===== src/rtl/uart_tx_arbiter_if.sv =====
// Bus bundle between the peripheral side (CPU store path, RX echo path,
// UART transmitter) and the uart_tx_arbiter block.
// master: the surrounding logic that pushes bytes and models the transmitter.
// slave : the arbiter itself.
interface uart_tx_arbiter_if;
  logic       cpu_req;
  logic [7:0] cpu_data;
  logic       cpu_full;
  logic       echo_req;
  logic [7:0] echo_data;
  logic       echo_full;
  logic       tx_status;
  logic [7:0] tx_data;
  logic       tx_send;
  logic       busy;
  logic       grant_id;
  logic       cpu_ovf;
  logic       echo_ovf;
  logic       timeout;
  logic       flag_clr;

  modport slave (
    input  cpu_req, cpu_data, echo_req, echo_data, tx_status, flag_clr,
    output cpu_full, echo_full, tx_data, tx_send, busy, grant_id,
           cpu_ovf, echo_ovf, timeout
  );

  modport master (
    output cpu_req, cpu_data, echo_req, echo_data, tx_status, flag_clr,
    input  cpu_full, echo_full, tx_data, tx_send, busy, grant_id,
           cpu_ovf, echo_ovf, timeout
  );
endinterface


===== src/rtl/uart_tx_arbiter.sv =====
// uart_tx_arbiter: shares one UART transmitter between a CPU byte FIFO and an
// RX-echo byte FIFO. A round-robin arbiter picks the next byte and a
// four-state sequencer issues a one-cycle send pulse, then follows the
// transmitter's status handshake (with an acknowledge timeout).
// Optional macro UART_ARB_PRIO_EN: when defined, the CPU FIFO has fixed
// priority over the echo FIFO instead of round-robin.
module uart_tx_arbiter #(
  parameter int DEPTH       = 4,
  parameter int ACK_TIMEOUT = 16
) (
  input  logic             clk,
  input  logic             reset,
  uart_tx_arbiter_if.slave bus
);

  localparam int DATA_W = 8;
  localparam int PW     = $clog2(DEPTH);
  localparam int CW     = PW + 1;
  localparam int TW     = $clog2(ACK_TIMEOUT);

  typedef enum logic [1:0] {
    S_IDLE      = 2'd0,
    S_SEND      = 2'd1,
    S_WAIT_ACK  = 2'd2,
    S_WAIT_DONE = 2'd3
  } state_t;

  // FIFO storage (data only, never reset) and control state
  logic [DATA_W-1:0] r_cpu_mem  [DEPTH];
  logic [DATA_W-1:0] r_echo_mem [DEPTH];
  logic [PW-1:0]     r_cpu_wp, r_cpu_rp, r_echo_wp, r_echo_rp;
  logic [CW-1:0]     r_cpu_cnt, r_echo_cnt;
  logic              r_cpu_full, r_echo_full;
  logic              r_cpu_ovf, r_echo_ovf, r_timeout;

  // Sequencer state
  state_t            r_state;
  logic [TW-1:0]     r_wcnt;
  logic [DATA_W-1:0] r_tx_data;
  logic              r_grant_id;
`ifndef UART_ARB_PRIO_EN
  logic              r_rr_next;   // source preferred when both FIFOs hold data
`endif

  // Combinational control
  state_t            w_next;
  logic              w_cpu_ne, w_echo_ne;
  logic              w_cpu_full_now, w_echo_full_now;
  logic              w_cpu_push, w_echo_push;
  logic              w_cpu_pop, w_echo_pop;
  logic              w_grant, w_sel, w_cnt_inc, w_to_set;
  logic [CW-1:0]     w_cpu_cnt_nxt, w_echo_cnt_nxt;
  logic [DATA_W-1:0] w_head;

  assign w_cpu_ne        = (r_cpu_cnt != '0);
  assign w_echo_ne       = (r_echo_cnt != '0);
  // Fullness comes from the registered count, so a same-cycle pop never
  // makes room for a push.
  assign w_cpu_full_now  = (r_cpu_cnt == CW'(DEPTH));
  assign w_echo_full_now = (r_echo_cnt == CW'(DEPTH));
  assign w_cpu_push      = bus.cpu_req  && !w_cpu_full_now;
  assign w_echo_push     = bus.echo_req && !w_echo_full_now;
  assign w_cpu_pop       = w_grant && !w_sel;
  assign w_echo_pop      = w_grant &&  w_sel;
  assign w_cpu_cnt_nxt   = r_cpu_cnt  + CW'(w_cpu_push)  - CW'(w_cpu_pop);
  assign w_echo_cnt_nxt  = r_echo_cnt + CW'(w_echo_push) - CW'(w_echo_pop);
  assign w_head          = w_sel ? r_echo_mem[r_echo_rp] : r_cpu_mem[r_cpu_rp];

  assign bus.tx_data   = r_tx_data;
  assign bus.tx_send   = (r_state == S_SEND);
  assign bus.busy      = (r_state != S_IDLE) || w_cpu_ne || w_echo_ne;
  assign bus.grant_id  = r_grant_id;
  assign bus.cpu_full  = r_cpu_full;
  assign bus.echo_full = r_echo_full;
  assign bus.cpu_ovf   = r_cpu_ovf;
  assign bus.echo_ovf  = r_echo_ovf;
  assign bus.timeout   = r_timeout;

  // Write accepted bytes into the FIFO storage arrays
  always_ff @(posedge clk) begin
    if (w_cpu_push)  r_cpu_mem[r_cpu_wp]   <= bus.cpu_data;
    if (w_echo_push) r_echo_mem[r_echo_wp] <= bus.echo_data;
  end

  // FIFO pointers, counts, registered full flags and sticky overflow flags
  always_ff @(posedge clk) begin
    if (reset) begin
      r_cpu_wp    <= '0;
      r_cpu_rp    <= '0;
      r_cpu_cnt   <= '0;
      r_echo_wp   <= '0;
      r_echo_rp   <= '0;
      r_echo_cnt  <= '0;
      r_cpu_full  <= 1'b0;
      r_echo_full <= 1'b0;
      r_cpu_ovf   <= 1'b0;
      r_echo_ovf  <= 1'b0;
    end else begin
      if (w_cpu_push)  r_cpu_wp  <= r_cpu_wp  + PW'(1);
      if (w_cpu_pop)   r_cpu_rp  <= r_cpu_rp  + PW'(1);
      if (w_echo_push) r_echo_wp <= r_echo_wp + PW'(1);
      if (w_echo_pop)  r_echo_rp <= r_echo_rp + PW'(1);
      r_cpu_cnt   <= w_cpu_cnt_nxt;
      r_echo_cnt  <= w_echo_cnt_nxt;
      r_cpu_full  <= (w_cpu_cnt_nxt  == CW'(DEPTH));
      r_echo_full <= (w_echo_cnt_nxt == CW'(DEPTH));
      // A drop in the same cycle as flag_clr keeps the flag set
      if (bus.cpu_req && w_cpu_full_now)        r_cpu_ovf  <= 1'b1;
      else if (bus.flag_clr)                    r_cpu_ovf  <= 1'b0;
      if (bus.echo_req && w_echo_full_now)      r_echo_ovf <= 1'b1;
      else if (bus.flag_clr)                    r_echo_ovf <= 1'b0;
    end
  end

  // Sequencer state register
  always_ff @(posedge clk) begin
    if (reset) r_state <= S_IDLE;
    else       r_state <= w_next;
  end

  // Sequencer next-state, arbitration and handshake decisions
  always_comb begin
    w_next    = r_state;
    w_grant   = 1'b0;
    w_sel     = 1'b0;
    w_cnt_inc = 1'b0;
    w_to_set  = 1'b0;
    case (r_state)
      S_IDLE: begin
        if (bus.tx_status && (w_cpu_ne || w_echo_ne)) begin
          w_grant = 1'b1;
`ifdef UART_ARB_PRIO_EN
          w_sel   = !w_cpu_ne;
`else
          if (w_cpu_ne && w_echo_ne) w_sel = r_rr_next;
          else                       w_sel = !w_cpu_ne;
`endif
          w_next  = S_SEND;
        end
      end
      S_SEND:      w_next = S_WAIT_ACK;
      S_WAIT_ACK: begin
        if (!bus.tx_status) begin
          w_next = S_WAIT_DONE;
        end else if (r_wcnt == TW'(ACK_TIMEOUT - 1)) begin
          // Transmitter never acknowledged: count the byte as sent, no retry
          w_to_set = 1'b1;
          w_next   = S_IDLE;
        end else begin
          w_cnt_inc = 1'b1;
        end
      end
      S_WAIT_DONE: if (bus.tx_status) w_next = S_IDLE;
      default:     w_next = S_IDLE;
    endcase
  end

  // Acknowledge wait counter and sticky timeout flag
  always_ff @(posedge clk) begin
    if (reset) begin
      r_wcnt    <= '0;
      r_timeout <= 1'b0;
    end else begin
      if (r_state == S_SEND) r_wcnt <= '0;
      else if (w_cnt_inc)    r_wcnt <= r_wcnt + TW'(1);
      if (w_to_set)          r_timeout <= 1'b1;
      else if (bus.flag_clr) r_timeout <= 1'b0;
    end
  end

  // Latch the granted byte and its source; they hold until the next grant
  always_ff @(posedge clk) begin
    if (reset) begin
      r_tx_data  <= '0;
      r_grant_id <= 1'b0;
    end else if (w_grant) begin
      r_tx_data  <= w_head;
      r_grant_id <= w_sel;
    end
  end

`ifndef UART_ARB_PRIO_EN
  // Round-robin pointer: after a grant, prefer the other source next time
  always_ff @(posedge clk) begin
    if (reset)        r_rr_next <= 1'b0;
    else if (w_grant) r_rr_next <= !w_sel;
  end
`endif

endmodule


===== src/flat_wrapper.sv =====
// flat-port wrapper written by rule: the top's interface ports become plain ports
module uart_tx_arbiter_flat 
#(
  parameter int DEPTH       = 4,
  parameter int ACK_TIMEOUT = 16
)
  (clk, reset, bus_cpu_req, bus_cpu_data, bus_echo_req, bus_echo_data, bus_tx_status, bus_flag_clr, bus_cpu_full, bus_echo_full, bus_tx_data, bus_tx_send, bus_busy, bus_grant_id, bus_cpu_ovf, bus_echo_ovf, bus_timeout);
  uart_tx_arbiter_if bus_i ();
  input  logic clk;
  input  logic reset;
  input wire logic [$bits(bus_i.cpu_req)-1:0] bus_cpu_req;
  input wire logic [$bits(bus_i.cpu_data)-1:0] bus_cpu_data;
  input wire logic [$bits(bus_i.echo_req)-1:0] bus_echo_req;
  input wire logic [$bits(bus_i.echo_data)-1:0] bus_echo_data;
  input wire logic [$bits(bus_i.tx_status)-1:0] bus_tx_status;
  input wire logic [$bits(bus_i.flag_clr)-1:0] bus_flag_clr;
  output wire logic [$bits(bus_i.cpu_full)-1:0] bus_cpu_full;
  output wire logic [$bits(bus_i.echo_full)-1:0] bus_echo_full;
  output wire logic [$bits(bus_i.tx_data)-1:0] bus_tx_data;
  output wire logic [$bits(bus_i.tx_send)-1:0] bus_tx_send;
  output wire logic [$bits(bus_i.busy)-1:0] bus_busy;
  output wire logic [$bits(bus_i.grant_id)-1:0] bus_grant_id;
  output wire logic [$bits(bus_i.cpu_ovf)-1:0] bus_cpu_ovf;
  output wire logic [$bits(bus_i.echo_ovf)-1:0] bus_echo_ovf;
  output wire logic [$bits(bus_i.timeout)-1:0] bus_timeout;
  assign bus_i.cpu_req = bus_cpu_req;
  assign bus_i.cpu_data = bus_cpu_data;
  assign bus_i.echo_req = bus_echo_req;
  assign bus_i.echo_data = bus_echo_data;
  assign bus_i.tx_status = bus_tx_status;
  assign bus_i.flag_clr = bus_flag_clr;
  assign bus_cpu_full = bus_i.cpu_full;
  assign bus_echo_full = bus_i.echo_full;
  assign bus_tx_data = bus_i.tx_data;
  assign bus_tx_send = bus_i.tx_send;
  assign bus_busy = bus_i.busy;
  assign bus_grant_id = bus_i.grant_id;
  assign bus_cpu_ovf = bus_i.cpu_ovf;
  assign bus_echo_ovf = bus_i.echo_ovf;
  assign bus_timeout = bus_i.timeout;
  uart_tx_arbiter #(.DEPTH(DEPTH), .ACK_TIMEOUT(ACK_TIMEOUT)) u_core (.clk(clk), .reset(reset), .bus(bus_i));
endmodule

===== config.mk =====
export PLATFORM = sky130hd
export DESIGN_NAME = uart_tx_arbiter_flat
export DESIGN_NICKNAME = d
export VERILOG_FILES = /design/src/rtl/uart_tx_arbiter_if.sv /design/src/rtl/uart_tx_arbiter.sv /design/src/flat_wrapper.sv
export SDC_FILE = /design/constraint.sdc
export NUM_CORES = 1
export LEC_CHECK = 0
export BUFFER_PORTS_ARGS = -buffer_cell sky130_fd_sc_hd__buf_4
export CORE_ASPECT_RATIO = 0.7
export CORE_MARGIN = 5
export CORE_UTILIZATION = 32
export CTS_CLUSTER_DIAMETER = 40
export CTS_CLUSTER_SIZE = 24
export DETAILED_ROUTE_END_ITERATION = 16
export PLACE_DENSITY = 0.56
export RECOVER_POWER = 50
export SLEW_MARGIN = 20
export SYNTH_ARGS = -nofsm -noshare
export SYNTH_HDL_FRONTEND = slang
export SYNTH_SLANG_ARGS = --single-unit

===== constraint.sdc =====
create_clock -name clk -period 7.7 [get_ports clk]
set_input_delay 0.385 -clock clk [delete_from_list [all_inputs] [get_ports clk]]
set_output_delay 0.385 -clock clk [all_outputs]
set_load 0.05 [all_outputs]

# Word-level counts from Yosys, hierarchy flattened
# Memories as Yosys holds them, arrays and structs flattened. A register that Yosys moved wholly into a read port is not among the register bits.
# Cells that the tools add are included.
# op_classes
n_eq_ne	11
n_mux	29
n_addsub	9
reduce_logical	24
# op_table
op	n
1-bit 2-to-1 mux	19
2-bit 2-to-1 mux	8
3-bit == test (second input constant)	4
2-bit by 1-bit adder with 2-bit output (second input constant)	4
1-bit logical AND	8
8-bit 2-to-1 mux	1
2-bit case mux with 4 select lines	1
2-bit nonzero test	4
3-bit by 1-bit adder with 3-bit output	2
3-bit nonzero test	2
3-bit by 1-bit subtractor with 3-bit output	2
4-bit by 1-bit adder with 4-bit output (second input constant)	1
2-bit == test (second input constant)	2
4-bit == test (second input constant)	1
1-bit zero test	4
1-bit logical OR	3
3-bit by 2-bit inequality test with 1-bit output (second input constant)	1
3-bit AND reduction	1
2-bit by 1-bit == test with 1-bit output (second input constant)	1
2-bit zero test	1
2-bit by 1-bit inequality test with 1-bit output (second input constant)	1
2-bit inequality test (second input constant)	1
2-bit OR reduction	1
# totals
out_inout_bits	16
wordCells	91
memories	2
ramBits	64
register_bits	35
inputBits	22
# memory_table
memory	depth	width	read_ports	rd_ports_with_merged_regs	wr	line_no	text
u_core.r_cpu_mem	4	8	1	1	1	uart_tx_arbiter.sv:29	logic [DATA_W-1:0] r_cpu_mem [DEPTH];
u_core.r_echo_mem	4	8	1	1	1	uart_tx_arbiter.sv:30	logic [DATA_W-1:0] r_echo_mem [DEPTH];

# Depth between registers and ports, before layout
# depth
ltp_word	9
depth_mapped	13
depth_no_buf	12

# Least setup slack after synthesis
# OpenSTA, ideal clock, no wires.
# synth_timing
path_type	reg2reg
startpoint	reg u_core.r_echo_cnt[1]
endpoint	reg u_core.r_cpu_full, in the netlist u_core.bus.cpu_full
setup_time_ns	0.060
path_buffers	1
path_stages_with_launch	14
arrival_ns	2.463
path_slack_ns	5.177
path_cell_list	dfxtp_1 -> o31ai_1 -> buf_2 -> nand3_1 -> inv_1 -> ha_1 -> inv_1 -> ha_1 -> inv_1 -> fa_1 -> xor2_1 -> and2_1 -> nor3_1 -> and3b_1
# synth_via
elab_chain_len	9
word_cells_on_any_way	13
cone_classes	add/sub (1); eq/ne (1); mux (5); reduce/logical (6)
# synth_rtl
item	line_no	text
from (decl)	uart_tx_arbiter.sv:32	logic [CW-1:0] r_cpu_cnt, r_echo_cnt;
from (signal assigned)	uart_tx_arbiter.sv:104	r_echo_cnt <= w_echo_cnt_nxt;
3-bit nonzero test *	uart_tx_arbiter.sv:56	assign w_echo_ne = (r_echo_cnt != '0);
1-bit logical AND or 1-bit logical OR (tied branches)	uart_tx_arbiter.sv:135, uart_tx_arbiter.sv:130	
1-bit 2-to-1 mux or 1-bit logical AND (tied branches)	uart_tx_arbiter.sv:135, uart_tx_arbiter.sv:130	
1-bit 2-to-1 mux	uart_tx_arbiter.sv:130	if (bus.tx_status && (w_cpu_ne || w_echo_ne)) begin
1-bit 2-to-1 mux	uart_tx_arbiter.sv:128	case (r_state)
1-bit zero test	uart_tx_arbiter.sv:63	assign w_cpu_pop = w_grant && !w_sel;
1-bit logical AND *	uart_tx_arbiter.sv:63	
via u_core.w_cpu_pop	uart_tx_arbiter.sv:50	logic w_cpu_pop, w_echo_pop;
3-bit by 1-bit subtractor with 3-bit output *	uart_tx_arbiter.sv:65	assign w_cpu_cnt_nxt = r_cpu_cnt + CW'(w_cpu_push) - CW'(w_cpu_pop);
3-bit == test *	uart_tx_arbiter.sv:105	r_cpu_full <= (w_cpu_cnt_nxt == CW'(DEPTH));
to (signal assigned)	uart_tx_arbiter.sv:105	
to (decl)	uart_tx_arbiter.sv:33	logic r_cpu_full, r_echo_full;
# The timed path passes the listed nets; every way through them passes the cells marked *.
# A chain may end at the register's enable or synchronous reset.

# Final worst setup path
# layout_timing
startpoint	reg u_core.r_cpu_cnt[2]
endpoint	reg u_core.r_cpu_full, in the netlist u_core.bus.cpu_full
# layout_via
elab_chain_len	9
word_cells_on_any_way	18
cone_classes	add/sub (2); eq/ne (2); mux (5); reduce/logical (9)
# layout_rtl
item	line_no	text
from (decl)	uart_tx_arbiter.sv:32	
from (signal assigned)	uart_tx_arbiter.sv:103	r_cpu_cnt <= w_cpu_cnt_nxt;
3-bit nonzero test *	uart_tx_arbiter.sv:55	assign w_cpu_ne = (r_cpu_cnt != '0);
1-bit zero test (tied with other cells)	uart_tx_arbiter.sv:136	else w_sel = !w_cpu_ne;
1-bit 2-to-1 mux or 1-bit logical AND (tied branches)	uart_tx_arbiter.sv:135, uart_tx_arbiter.sv:130	
1-bit 2-to-1 mux	uart_tx_arbiter.sv:130	
1-bit 2-to-1 mux	uart_tx_arbiter.sv:128	
1-bit zero test	uart_tx_arbiter.sv:63	
1-bit logical AND *	uart_tx_arbiter.sv:63	
via u_core.w_cpu_pop	uart_tx_arbiter.sv:50	
3-bit by 1-bit subtractor with 3-bit output *	uart_tx_arbiter.sv:65	
3-bit == test *	uart_tx_arbiter.sv:105	
# Marked as above.

==> qor.yml <==
cts:
  cts_max_level: 3
  clock-root-buffer: "clkbuf_16"
  tritoncts: "built"
  cts_made_buffers: 9
  postCtsResizedCells: 0
  postCtsHoldBufs: 0
  clk_path_buf_depth: 2
  insertion_delay_ns: 0.35
  cts_setup_buffers: 0
  cts.sinks: 103
  cts.clk_slew.worst_paths_ns: 0.07
floorplanning:
  die_h_microns: 105
  die_x_microns: 146
  rows: 34
  io_pins: 38
  coreArea_sq_um: 12500
  start_util_pct: 33.1
  die-area_sq_um: 15400
sta:
  hold_viol: 0
  min_period_ns: 2.91
  max_freq_mhz: 344
  maxSlewViolCount: 0
  finalSetupTns_ns: 0
  slew_headroom_pct: 46.8
  setup_viol: 0
  clock_skew_ns: 0.0105
  rsz0062_at_grt: "false"
  tightest_slew_ns: 0.790
  worst_slack_ns: 4.79
  finalCritPeriodShare_pct: 37.8
setup_path:
  r2r_cells: 12
  arrival_ns: 3.20
  required_ns: 7.99
  r2r_slack_ns: 4.79
  cp-end-kind: "register"
  rr_endpoint: "u_core.bus.cpu_full$_SDFF_PP0_"
  crit_chain: "or3_1 > nand3_1 > inv_1 > ha_1 > inv_1 > ha_1 > inv_1 > fa_1 > xor2_1 > and2_1 > nor3_1 > and3b_1"
  critPathLaunchType: "register"
  rr_startpoint: "u_core.r_cpu_cnt[2]$_SDFF_PP0_"
  crit_top_cell: "inv_1"
  slowest_stage: "or3_1"
  crit_fanout: 14
  path_class: "register to register"
  max_stage_delay_ns: 0.60
hold_path:
  hold_end: "u_core.r_cpu_mem[3][3]$_DFFE_PP_"
  min-delay-start: "bus_cpu_data[3]"
  hold_depth: 1
  worstHoldPathType: "input port to register"
place:
  dpl.hpwl_microns: 5360
  gp_congestion: 0.692
  port-buffer-count: 37
  dpl_worst_slack_ns: 4.94
power:
  cellPowerDensity_nw_per_um2: 366
  internal_power_mw: 1.13
  switching_share_pct: 35.2
  ir_drop_uv: 123
  p_seq_share_pct: 43.6
  power.total_mw: 1.74
  power.leakage_nw: 1.64
  power_frac_clock_pct: 26.4
  p_sw_uw: 613
  combPwrFrac_pct: 30.0
detailed_routing:
  drt_iter0_markers: 188
  vias: 2268
  avgViaCountPerCell: 4.67
  avgRoutedWirePerCell_microns: 15.9
  routed_wl_microns: 7730
  first_pass_iters: 4
  drc_errors: 0
  ant_nets: 0
global_route:
  grt_pass1_wl_microns: 12400
  grt_use_total_pct: 10.5
  grt_pass1_vias: 2265
  antenna_found_initial: 0
  gr-total-overflow: 0
  grt_max_degree: 34
layout:
  n_antenna_cell: 0
  regArea_sq_um: 2700
  synthToLayoutAreaGrowth_pct: 14.7
  fill_cells: 1185
  final_util_pct: 37.9
  nets: 356
  multi_input_area_sq_um: 1320
  drive_above_1_share_pct: 15.1
flow_run:
  cap_violations: 0
yosys:
  synth_edf_count: 64
  synth.top_cell.area_share_pct: 46.3
  async_flop_share_pct: 0
  avgSynthCellArea_sq_um: 14.7
  synth_top_cell_by_area: "edfxtp_1"
  synthTopCellsByArea: "edfxtp_1 46%, dfxtp_1 19%, mux4_2 8.7%, ha_1 3.9%, a311oi_2 2.9%"
  netlist_instances: 282
  yosysMostFrequentCell: "edfxtp_1"
  ys_ff_latch: 103
  synth_common_cells: "64 x edfxtp_1, 39 x dfxtp_1, 30 x nor2_1"
  synth_ff_type: "edfxtp_1"
  ys_seq_area_share_pct: 65.1
  synth_warnings: 0
  synth_cell_types: 40
  netlist_area_sq_um: 4150
  synth_nets: 319
status:
  status: "finished, final reports clean"
==> routing by layer <==
layer  vias to the layer above  wire [microns]  part of all wire, %  track usage, %
li1                       1105               -                    -               -
met1                      1119            4100                   53            15.8
met2                        42            3240                   42            14.0
met3                         2             371                  4.8            3.82
met4                         0              28                 0.36            3.42
met5                         -               0                    0               0
==> how the worst max path moves through the flow <==
stage / to / slack (ns) / start / cells past startpoint
finish: u_core.bus.cpu_full$_SDFF_PP0_ / 4.79 / u_core.r_cpu_cnt[2]$_SDFF_PP0_ / 12
global placement: u_core.bus.cpu_full$_SDFF_PP0_ / 5.05 / u_core.r_cpu_cnt[2]$_SDFF_PP0_ / 12
floorplan: u_core.bus.cpu_full$_SDFF_PP0_ / 5.18 / u_core.r_echo_cnt[1]$_SDFF_PP0_ / 13
detailed placement: u_core.bus.cpu_full$_SDFF_PP0_ / 4.94 / bus_tx_status / 13
CTS: u_core.bus.cpu_full$_SDFF_PP0_ / 4.94 / u_core.r_cpu_cnt[2]$_SDFF_PP0_ / 12
global route: u_core.bus.cpu_full$_SDFF_PP0_ / 4.56 / u_core.r_cpu_cnt[2]$_SDFF_PP0_ / 12
==> logic make-up after synthesis <==
group	synth area share, %
flops	65.1
fa+ha+maj	4.88
mux	9.17
buf+inv	2.92
simple gates	9.86
xor+xnor	2.53
compound gates	5.52
==> power groups by stage <==
stage	Sequential (mW)	Combinational, mW	Clock, mW
after CTS	0.763	0.559	0.472
final	0.758	0.522	0.460
after floorplan	0.824	0.357	0
after global routing	0.774	0.578	0.497
after detailed placement	0.775	0.557	0
after global placement	0.772	0.555	0
==> sequential cells by signal (all words and copies together), names as in the netlist, 2 cells and up, named ones only <==
| signal | cells |
|---|---|
| u_core.r_state | 2 |
| u_core.r_wcnt | 4 |
| u_core.bus.tx_data | 8 |
| u_core.r_cpu_mem | 32 |
| u_core.r_cpu_cnt | 3 |
| u_core.r_echo_cnt | 3 |
| u_core.r_echo_rp | 2 |
| u_core.r_cpu_wp | 2 |
| u_core.r_echo_wp | 2 |
| u_core.r_cpu_rp | 2 |
| u_core.r_echo_mem | 32 |
==> worst max-delay path, delay by kind of cell (launching register included) <==
kind,cells,cell delay (ns)
buf+inv,3,0.18
fa+ha+maj,3,0.81
flops,1,0.36
xor+xnor,1,0.16
simple gates,5,1.35
==> placed cells by master (no fill, tap or decap), types with 4 or more instances in the layout <==
cell | synthesis | layout
a21oi_1 | 5 | 5
a311oi_2 | 8 | 8
and2_1 | 9 | 9
buf_4 | 0 | 8
clkbuf_1 | 4 | 30
clkbuf_16 | 0 | 9
dfxtp_1 | 39 | 39
edfxtp_1 | 64 | 64
ha_1 | 13 | 13
inv_1 | 15 | 15
mux4_2 | 16 | 16
nand2_1 | 13 | 13
nand3_1 | 10 | 10
nor2_1 | 30 | 30
o21ai_0 | 4 | 4
xnor2_1 | 7 | 7
xor2_1 | 5 | 5
==> layout make-up <==
type | count | share of cell area, %
multi-input combinational | 152 | 27.8
timing repair buffer | 38 | 3.63
clock buffer | 9 | 4.73
sequential | 103 | 56.8
tap | 162 | 4.26
clock inverter | 7 | 1.63
inverter | 15 | 1.18
==> stage by stage <==
| step | cells | hold slack [ns] | area, sq um |
|---|---|---|---|
| 2_1_floorplan | 282 | 0.457 | 4150 |
| 3_3_place_gp | 470 | 0.450 | 4570 |
| 3_5_place_dp | 470 | 0.453 | 4570 |
| 4_1_cts | 486 | 0.223 | 4880 |
| 5_1_grt | 486 | 0.308 | 4760 |
| 6_report | 486 | 0.301 | 4760 |
Note: power is estimated with default switching activity, not from simulation.
